File: config.mk
export PLATFORM = sky130hd
export DESIGN_NAME = asg_bank_swap_ctrl
export DESIGN_NICKNAME = d
export VERILOG_FILES = /design/src/rtl/asg_bank_swap_ctrl.sv
export SDC_FILE = /design/constraint.sdc
export NUM_CORES = 1
export LEC_CHECK = 0
export CORE_UTILIZATION = 40
export CTS_CLUSTER_DIAMETER = 120
export DETAILED_ROUTE_END_ITERATION = 12
export DONT_BUFFER_PORTS = 1
export PLACE_DENSITY = 0.61
export SYNTH_ARGS = -nofsm -noshare
export SYNTH_HDL_FRONTEND = slang
export SYNTH_SLANG_ARGS = --single-unit
File: constraint.sdc
create_clock -name dac_clk_i -period 9.2 [get_ports dac_clk_i]
set_input_delay 1.84 -clock dac_clk_i [delete_from_list [all_inputs] [get_ports dac_clk_i]]
set_output_delay 1.84 -clock dac_clk_i [all_outputs]
set_load 0.005 [all_outputs]
File: src/rtl/asg_bank_swap_ctrl.sv
// Ping-pong DAC bank scheduler: swaps banks on table-pass boundaries.
// Define ASG_SWAP_UNDERRUN_STOP_EN to halt playback on underrun.
module asg_bank_swap_ctrl #(
  parameter int CYC_W  = 16,
  parameter int UCNT_W = 16
) (
  input  logic              dac_clk_i,
  input  logic              dac_rst_i,
  input  logic              en_i,
  input  logic              clr_i,
  input  logic              commit_i,
  input  logic              trig_i,
  input  logic              cyc_end_i,
  input  logic [CYC_W-1:0]  ncyc_i,
  output logic              rd_bank_o,
  output logic              wr_bank_o,
  output logic              swap_o,
  output logic              busy_o,
  output logic              shadow_full_o,
  output logic              underrun_o,
  output logic              ovr_o,
  output logic [UCNT_W-1:0] urun_cnt_o,
  output logic [1:0]        state_o
);

  localparam logic [1:0] S_IDLE = 2'd0;
  localparam logic [1:0] S_WAIT = 2'd1;
  localparam logic [1:0] S_PLAY = 2'd2;

`ifdef ASG_SWAP_UNDERRUN_STOP_EN
  localparam bit STOP = 1'b1;
`else
  localparam bit STOP = 1'b0;
`endif

  localparam logic [UCNT_W-1:0] UMAX = '1;

  logic [1:0]        state_q, state_d;
  logic              rd_q, rd_d;
  logic              swap_q, swap_d;
  logic              sh_q, sh_d;
  logic              ur_q, ur_d;
  logic              ovr_q, ovr_d;
  logic [UCNT_W-1:0] cnt_q, cnt_d;
  logic [UCNT_W-1:0] cnt_base;
  logic [CYC_W-1:0]  pass_q, pass_d;

  logic [CYC_W:0] limit;
  logic [CYC_W:0] pass_inc;
  logic           in_idle, in_wait, in_play;
  logic           at_swap, play_swap, urun_ev;
  logic           idle_commit, commit_st, ovr_ev;

  assign in_idle = en_i & (state_q == S_IDLE);
  assign in_wait = en_i & (state_q == S_WAIT);
  assign in_play = en_i & (state_q == S_PLAY);

  // Extra bit keeps pass_cnt+1 from wrapping in the compare
  assign limit    = (ncyc_i == '0) ? {{CYC_W{1'b0}}, 1'b1}
                                   : {1'b0, ncyc_i};
  assign pass_inc = {1'b0, pass_q} + 1'b1;

  assign at_swap     = in_play & cyc_end_i & (pass_inc >= limit);
  assign play_swap   = at_swap & (sh_q | commit_i);
  assign urun_ev     = at_swap & ~(sh_q | commit_i);
  assign idle_commit = in_idle & commit_i;
  assign commit_st   = commit_i & (in_wait | (in_play & ~play_swap));
  assign ovr_ev      = commit_st & sh_q;

  always_ff @(posedge dac_clk_i or posedge dac_rst_i) begin
    if (dac_rst_i) state_q <= S_IDLE;
    else           state_q <= state_d;
  end

  always_comb begin
    state_d = state_q;
    if (!en_i) begin
      state_d = S_IDLE;
    end else begin
      unique case (state_q)
        S_IDLE:  if (commit_i) state_d = S_WAIT;
        S_WAIT:  if (trig_i) state_d = S_PLAY;
        S_PLAY:  if (urun_ev && STOP) state_d = S_WAIT;
        default: state_d = S_IDLE;
      endcase
    end
  end

  always_comb begin
    busy_o  = (state_q == S_PLAY);
    state_o = state_q;
  end

  always_comb begin
    rd_d   = rd_q ^ (idle_commit | play_swap);
    swap_d = idle_commit | play_swap;

    sh_d = sh_q;
    if (!en_i || play_swap) sh_d = 1'b0;
    else if (commit_st)     sh_d = 1'b1;

    pass_d = pass_q;
    if (!en_i)                   pass_d = '0;
    else if (in_wait && trig_i)  pass_d = '0;
    else if (at_swap)            pass_d = '0;
    else if (in_play && cyc_end_i) pass_d = pass_inc[CYC_W-1:0];

    // A coinciding clear is applied first so the new event survives
    cnt_base = clr_i ? '0 : cnt_q;
    cnt_d    = cnt_base;
    if (urun_ev && cnt_base != UMAX) cnt_d = cnt_base + 1'b1;

    ur_d  = urun_ev | (ur_q & ~clr_i);
    ovr_d = ovr_ev | (ovr_q & ~clr_i);
  end

  always_ff @(posedge dac_clk_i or posedge dac_rst_i) begin
    if (dac_rst_i) begin
      rd_q   <= 1'b0;
      swap_q <= 1'b0;
      sh_q   <= 1'b0;
      ur_q   <= 1'b0;
      ovr_q  <= 1'b0;
      cnt_q  <= '0;
      pass_q <= '0;
    end else begin
      rd_q   <= rd_d;
      swap_q <= swap_d;
      sh_q   <= sh_d;
      ur_q   <= ur_d;
      ovr_q  <= ovr_d;
      cnt_q  <= cnt_d;
      pass_q <= pass_d;
    end
  end

  assign rd_bank_o     = rd_q;
  assign wr_bank_o     = ~rd_q;
  assign swap_o        = swap_q;
  assign shadow_full_o = sh_q;
  assign underrun_o    = ur_q;
  assign ovr_o         = ovr_q;
  assign urun_cnt_o    = cnt_q;

endmodule

Word-level counts from Yosys, hierarchy flattened
Index checks and enable logic that the tools add are counted.
{"block": "totals", "register_bits": 39, "wordCells": 63}
{"block": "op_classes", "addsub": 2, "order_cmp": 1, "n_eq_ne": 7, "mux": 13, "bitwise_logic": 23, "n_reduce_logical": 9}
{"operator": "2-to-1 mux 16 bit", "count": 7}
{"operator": "adder 16 x 1 -> 17 bit (second input constant)", "count": 1}
{"operator": "greater-or-equal comparator 17 x 16 -> 1 bit", "count": 1}
{"operator": "adder 16 x 1 -> 16 bit (second input constant)", "count": 1}
{"operator": "logical NOT 16 bit", "count": 1}
{"operator": "inequality test 16 bit (second input constant)", "count": 1}
{"operator": "AND 1 bit", "count": 13}
{"operator": "2-to-1 mux 2 bit", "count": 3}
{"operator": "inequality test 3 bit (second input constant)", "count": 2}
{"operator": "one-hot mux 2 bit (3 select lines)", "count": 1}
{"operator": "OR 1 bit", "count": 5}
{"operator": "inequality test 4 x 1 -> 1 bit (second input constant)", "count": 1}
{"operator": "inverter 1 bit", "count": 4}
{"operator": "logical AND 1 bit", "count": 3}
{"operator": "AND reduction 3 bit", "count": 1}
{"operator": "== test 2 x 1 -> 1 bit (second input constant)", "count": 1}
{"operator": "== test 2 bit (second input constant)", "count": 1}
{"operator": "logical NOT 2 bit", "count": 1}
{"operator": "2-to-1 mux 1 bit", "count": 2}
{"operator": "inequality test 2 bit (second input constant)", "count": 1}
{"operator": "nonzero test 2 bit", "count": 1}
{"operator": "logical NOT 1 bit", "count": 1}
{"operator": "logical OR 1 bit", "count": 1}
{"operator": "bitwise XOR 1 bit", "count": 1}

Logic depth before layout (Yosys ltp)
{"block": "depth", "depth_word": 11, "depth_mapped": 15, "depth_no_buf": 14}

Worst setup path before layout
No wires, ideal clock.
{"block": "synth_timing", "kind": "in2reg", "start": "input ncyc_i[8]", "end": "register cnt_q[1], in the netlist urun_cnt_o[1]", "arrival_time_ns": 3.939, "path_slack_ns": 5.133, "cell_stages": 11, "path_buffers": 1, "path_cell_list": "nor4_1 -> a41o_1 -> ha_1 -> nor2b_1 -> o221ai_1 -> a211oi_1 -> o211ai_2 -> and3_1 -> buf_2 -> nand2_1 -> mux2_1"}
{"block": "synth_between", "elab_chain_cells": 7}
{"item": "start, declared", "line_no": "14", "text": "input logic [CYC_W-1:0] ncyc_i,"}
{"item": "logical NOT 16 bit", "line_no": "59", "text": "assign limit = (ncyc_i == '0) ? {{CYC_W{1'b0}}, 1'b1}"}
{"item": "2-to-1 mux 16 bit (*)", "line_no": "59"}
{"item": "greater-or-equal comparator 17 x 16 -> 1 bit (*)", "line_no": "63", "text": "assign at_swap = in_play & cyc_end_i & (pass_inc >= limit);"}
{"item": "AND 1 bit (*)", "line_no": "63"}
{"item": "AND 1 bit (*)", "line_no": "65", "text": "assign urun_ev = at_swap & ~(sh_q | commit_i);"}
{"item": "logical AND 1 bit (*)", "line_no": "111", "text": "if (urun_ev && cnt_base != UMAX) cnt_d = cnt_base + 1'b1;"}
{"item": "2-to-1 mux 16 bit (*)", "line_no": "111"}
{"item": "net cnt_d[1]", "line_no": "44", "text": "logic [UCNT_W-1:0] cnt_q, cnt_d;"}
{"item": "end signal, assigned", "line_no": "132", "text": "cnt_q <= cnt_d;"}
{"item": "end, declared", "line_no": "44"}
The timed path passes the listed nets; every way through them passes the cells marked *.
A chain may end at the register's enable or synchronous reset.

Worst setup path in the final report
{"block": "layout_timing", "start": "input ncyc_i[8]", "end": "register pass_q[11]"}
{"block": "layout_between", "elab_chain_cells": 7}
{"item": "logical NOT 16 bit", "line_no": "59"}
{"item": "2-to-1 mux 16 bit (*)", "line_no": "59"}
{"item": "greater-or-equal comparator 17 x 16 -> 1 bit (*)", "line_no": "63"}
{"item": "AND 1 bit (*)", "line_no": "63"}
{"item": "2-to-1 mux 16 bit", "line_no": "105", "text": "else if (at_swap) pass_d = '0;"}
{"item": "2-to-1 mux 16 bit", "line_no": "104", "text": "else if (in_wait && trig_i) pass_d = '0;"}
{"item": "2-to-1 mux 16 bit", "line_no": "103", "text": "if (!en_i) pass_d = '0;"}
{"item": "end signal, assigned", "line_no": "133", "text": "pass_q <= pass_d;"}
{"item": "end, declared", "line_no": "46", "text": "logic [CYC_W-1:0] pass_q, pass_d;"}
Every way passes the cells marked *; elsewhere a longest branch is shown, timed or not.

==> results_dict.tcl <==
set metrics [dict create \
    status "complete, no violations" \
    hpwlAfterDp_um 4400 \
    drc 0 \
    synth_edf_count 0 \
    cts_buffer_depth 2 \
    drt_pass1_iterations 4 \
    yosysWarnings 0 \
    place.gp.congestion 0.794 \
    grt_pass1_vias 2063 \
    yosysUniqueCellTypes 53 \
    fin_crit_ns 4.38 \
    placementRows 29 \
    p_seq_frac 0.506 \
    area_growth_syn_to_layout_pct 7.12 \
    cellPowerDensity_nw_per_um2 127 \
    antenna_found_initial 0 \
    synth_fp_nets 326 \
    postCtsHoldBufs 0 \
    comb_power_share 0.068 \
    leakage_nw 1.36 \
    worstSkewPairLatency_ns 0.29 \
    final_max_slew_viol_count 0 \
    postSynth.asyncResetShare 1.00 \
    cts_tree "yes" \
    drv_cap 0 \
    crit_fanout 14 \
    fin_util 0.442 \
    required_ns 9.41 \
    h-tree-depth 2 \
    internal_power_uw 271 \
    fp.coreArea_sq_um 6350 \
    nets 325 \
    power_frac_clock 0.427 \
    vias 2072 \
    wl_per_cell_um 16.0 \
    cts-resized-gates 0 \
    p_switching_uw 84.2 \
    synth_area_sq_um 2620 \
    cts.sinks 39 \
    path_class "input port to flop" \
    ys_seq_area_frac 0.372 \
    totalWireLength_um 5790 \
    n_antenna_cell 0 \
    fmax_ghz 0.228 \
    irDropWorstVdd_mv 0.0569 \
    drive_gt1_frac 0.0877 \
    io_buffers 0 \
    grt_max_degree 26 \
    critPathArrivalTime_ns 4.59 \
    multiInputGateArea_sq_um 1510 \
    die_area_sq_um 6880 \
    track_usage 0.177 \
    final-seq-area_sq_um 976 \
    die_y_um 82.9 \
    postCtsSetupBuffers 0 \
    initial_core_util 0.413 \
    cp_slowest_stage_delay_ns 0.45 \
    clock_skew_ns 0.00512 \
    total_power_uw 356 \
    finalSetupViolCount 0 \
    rsz0062_at_grt "no" \
    grt_overflow_total 0 \
    io_pins 48 \
    syn_area_per_cell_sq_um 9.19 \
    clock-root-buffer "clkbuf_8" \
    slew_headroom 0.634 \
    synth_flop_cell "dfrtp_1" \
    hold_viol_final 0 \
    nFillCells 633 \
    drt_first_iter_violations 42 \
    cp_slowest_cell "nor2_1" \
    tns_ns 0 \
    clk_pin_slew_ns 0.08 \
    final_common_cell "dfrtp_1" \
    dieWidth_um 82.9 \
    synthCells 285 \
    path_cells "nor4_1, a41o_1, ha_1, nor2b_1, o221ai_1, a211oi_1, o211ai_2, nor2_1, buf_4, o21ai_0, a31oi_1" \
    hold_class "flop to flop" \
    netSwitchingFraction 0.237 \
    drt-vias-per-instance 5.72 \
    ant_nets 0 \
    min_period_over_period 0.476 \
    cts_inserted_buffers 5 \
    ys_seq_elements 39 \
    cp-start-kind "input port" \
    final_cell_mix "39 x dfrtp_1, 24 x inv_1, 20 x nor2_1, 18 x ha_1" \
    worst-slew-pin-transition_ns 0.548 \
    grt_pass1_wl_um 9860 \
    worstSetupEndpointType "flop" \
]
metrics by stage:
stage	cells	setup WS [ns]	area (sq um)	hold slack, ns
global route	362	4.58	2810	0.567
global placement	354	4.69	2690	0.511
detailed placement	354	4.46	2690	0.525
CTS	362	4.79	2810	0.541
finish	362	4.82	2810	0.540
floorplan	285	5.13	2620	0.483
sequential cells by signal, indices dropped and copies added (netlist names):
register	flops
shadow_full_o	1
state_o	2
rd_bank_o	1
ovr_o	1
pass_q	16
urun_cnt_o	16
underrun_o	1
swap_o	1
routing by layer:
layer  GRT usage  wire length [um]  part of all wire
met1       0.216              2690              0.47
met2       0.306              2730              0.47
met3      0.0457               272             0.047
met4      0.0533                88             0.015
met5           0                 0                 0
worst max-delay path, delay by kind of cell:
kind / cells / cell delay [ns]
adder cells (fa/ha/maj): 1 / 0.22
AO/OA/AOI/OAI: 6 / 1.24
AND/OR/NAND/NOR: 3 / 0.99
buffers and inverters: 1 / 0.29
power by group through the flow:
stage / sequential, mW / combinational (mW) / clock [mW]
floorplan: 0.181 / 0.0211 / 0
global placement: 0.183 / 0.0234 / 0
detailed placement: 0.183 / 0.0249 / 0
CTS: 0.180 / 0.0250 / 0.154
global route: 0.180 / 0.0279 / 0.159
finish: 0.180 / 0.0241 / 0.152
synth_stat cells (6+ instances only):
cell type | n | area share
a21oi_1 | 12 | 0.023
a22o_1 | 7 | 0.023
a31oi_1 | 8 | 0.019
and3_1 | 16 | 0.038
dfrtp_1 | 39 | 0.37
ha_1 | 18 | 0.086
inv_1 | 24 | 0.034
nand2_1 | 16 | 0.023
nand3_1 | 16 | 0.031
nand4_1 | 6 | 0.014
nor2_1 | 20 | 0.029
nor2b_1 | 7 | 0.017
nor3_1 | 6 | 0.011
o21ai_0 | 7 | 0.013
xnor2_1 | 15 | 0.050
xor2_1 | 9 | 0.030
cell type report:
cell class	instances	share of cell area
multi-input cells	211	0.537
flip-flops and latches	39	0.348
well taps	77	0.0343
inverters	25	0.0334
clock buffers	6	0.0294
clock inverters	2	0.0125
repair buffers	2	0.00535
cell families (layout without fill, tap and decap cells):
group / count (synthesis) / count (layout) / share of synthesized area
xor gates and xnor gates: 24 / 24 / 0.0802
adders and majority gates: 18 / 18 / 0.0860
buffers and inverters: 35 / 35 / 0.0521
muxes: 3 / 3 / 0.0129
DFF: 39 / 39 / 0.372
and+or+nand+nor: 109 / 109 / 0.241
AOI/OAI and AO/OA: 57 / 57 / 0.155
worst paths after layout:
| check | slack, ns | cells past startpoint | to | startpoint |
|---|---|---|---|---|
| max in group asynchronous | 6.98 | 2 | pass_q[11] | dac_rst_i |
| min in group asynchronous | 1.47 | 1 | urun_cnt_o[8] | dac_rst_i |
| worst max register to register | 4.92 | 15 | pass_q[11] | pass_q[0] |
| worst min register to register | 0.54 | 1 | pass_q[12] | pass_q[12] |
| worst max-delay path | 4.82 | 11 | pass_q[11] | ncyc_i[8] |
| worst min-delay path | 0.54 | 1 | pass_q[12] | pass_q[12] |
No activity file was read; power rests on OpenSTA's default activity.
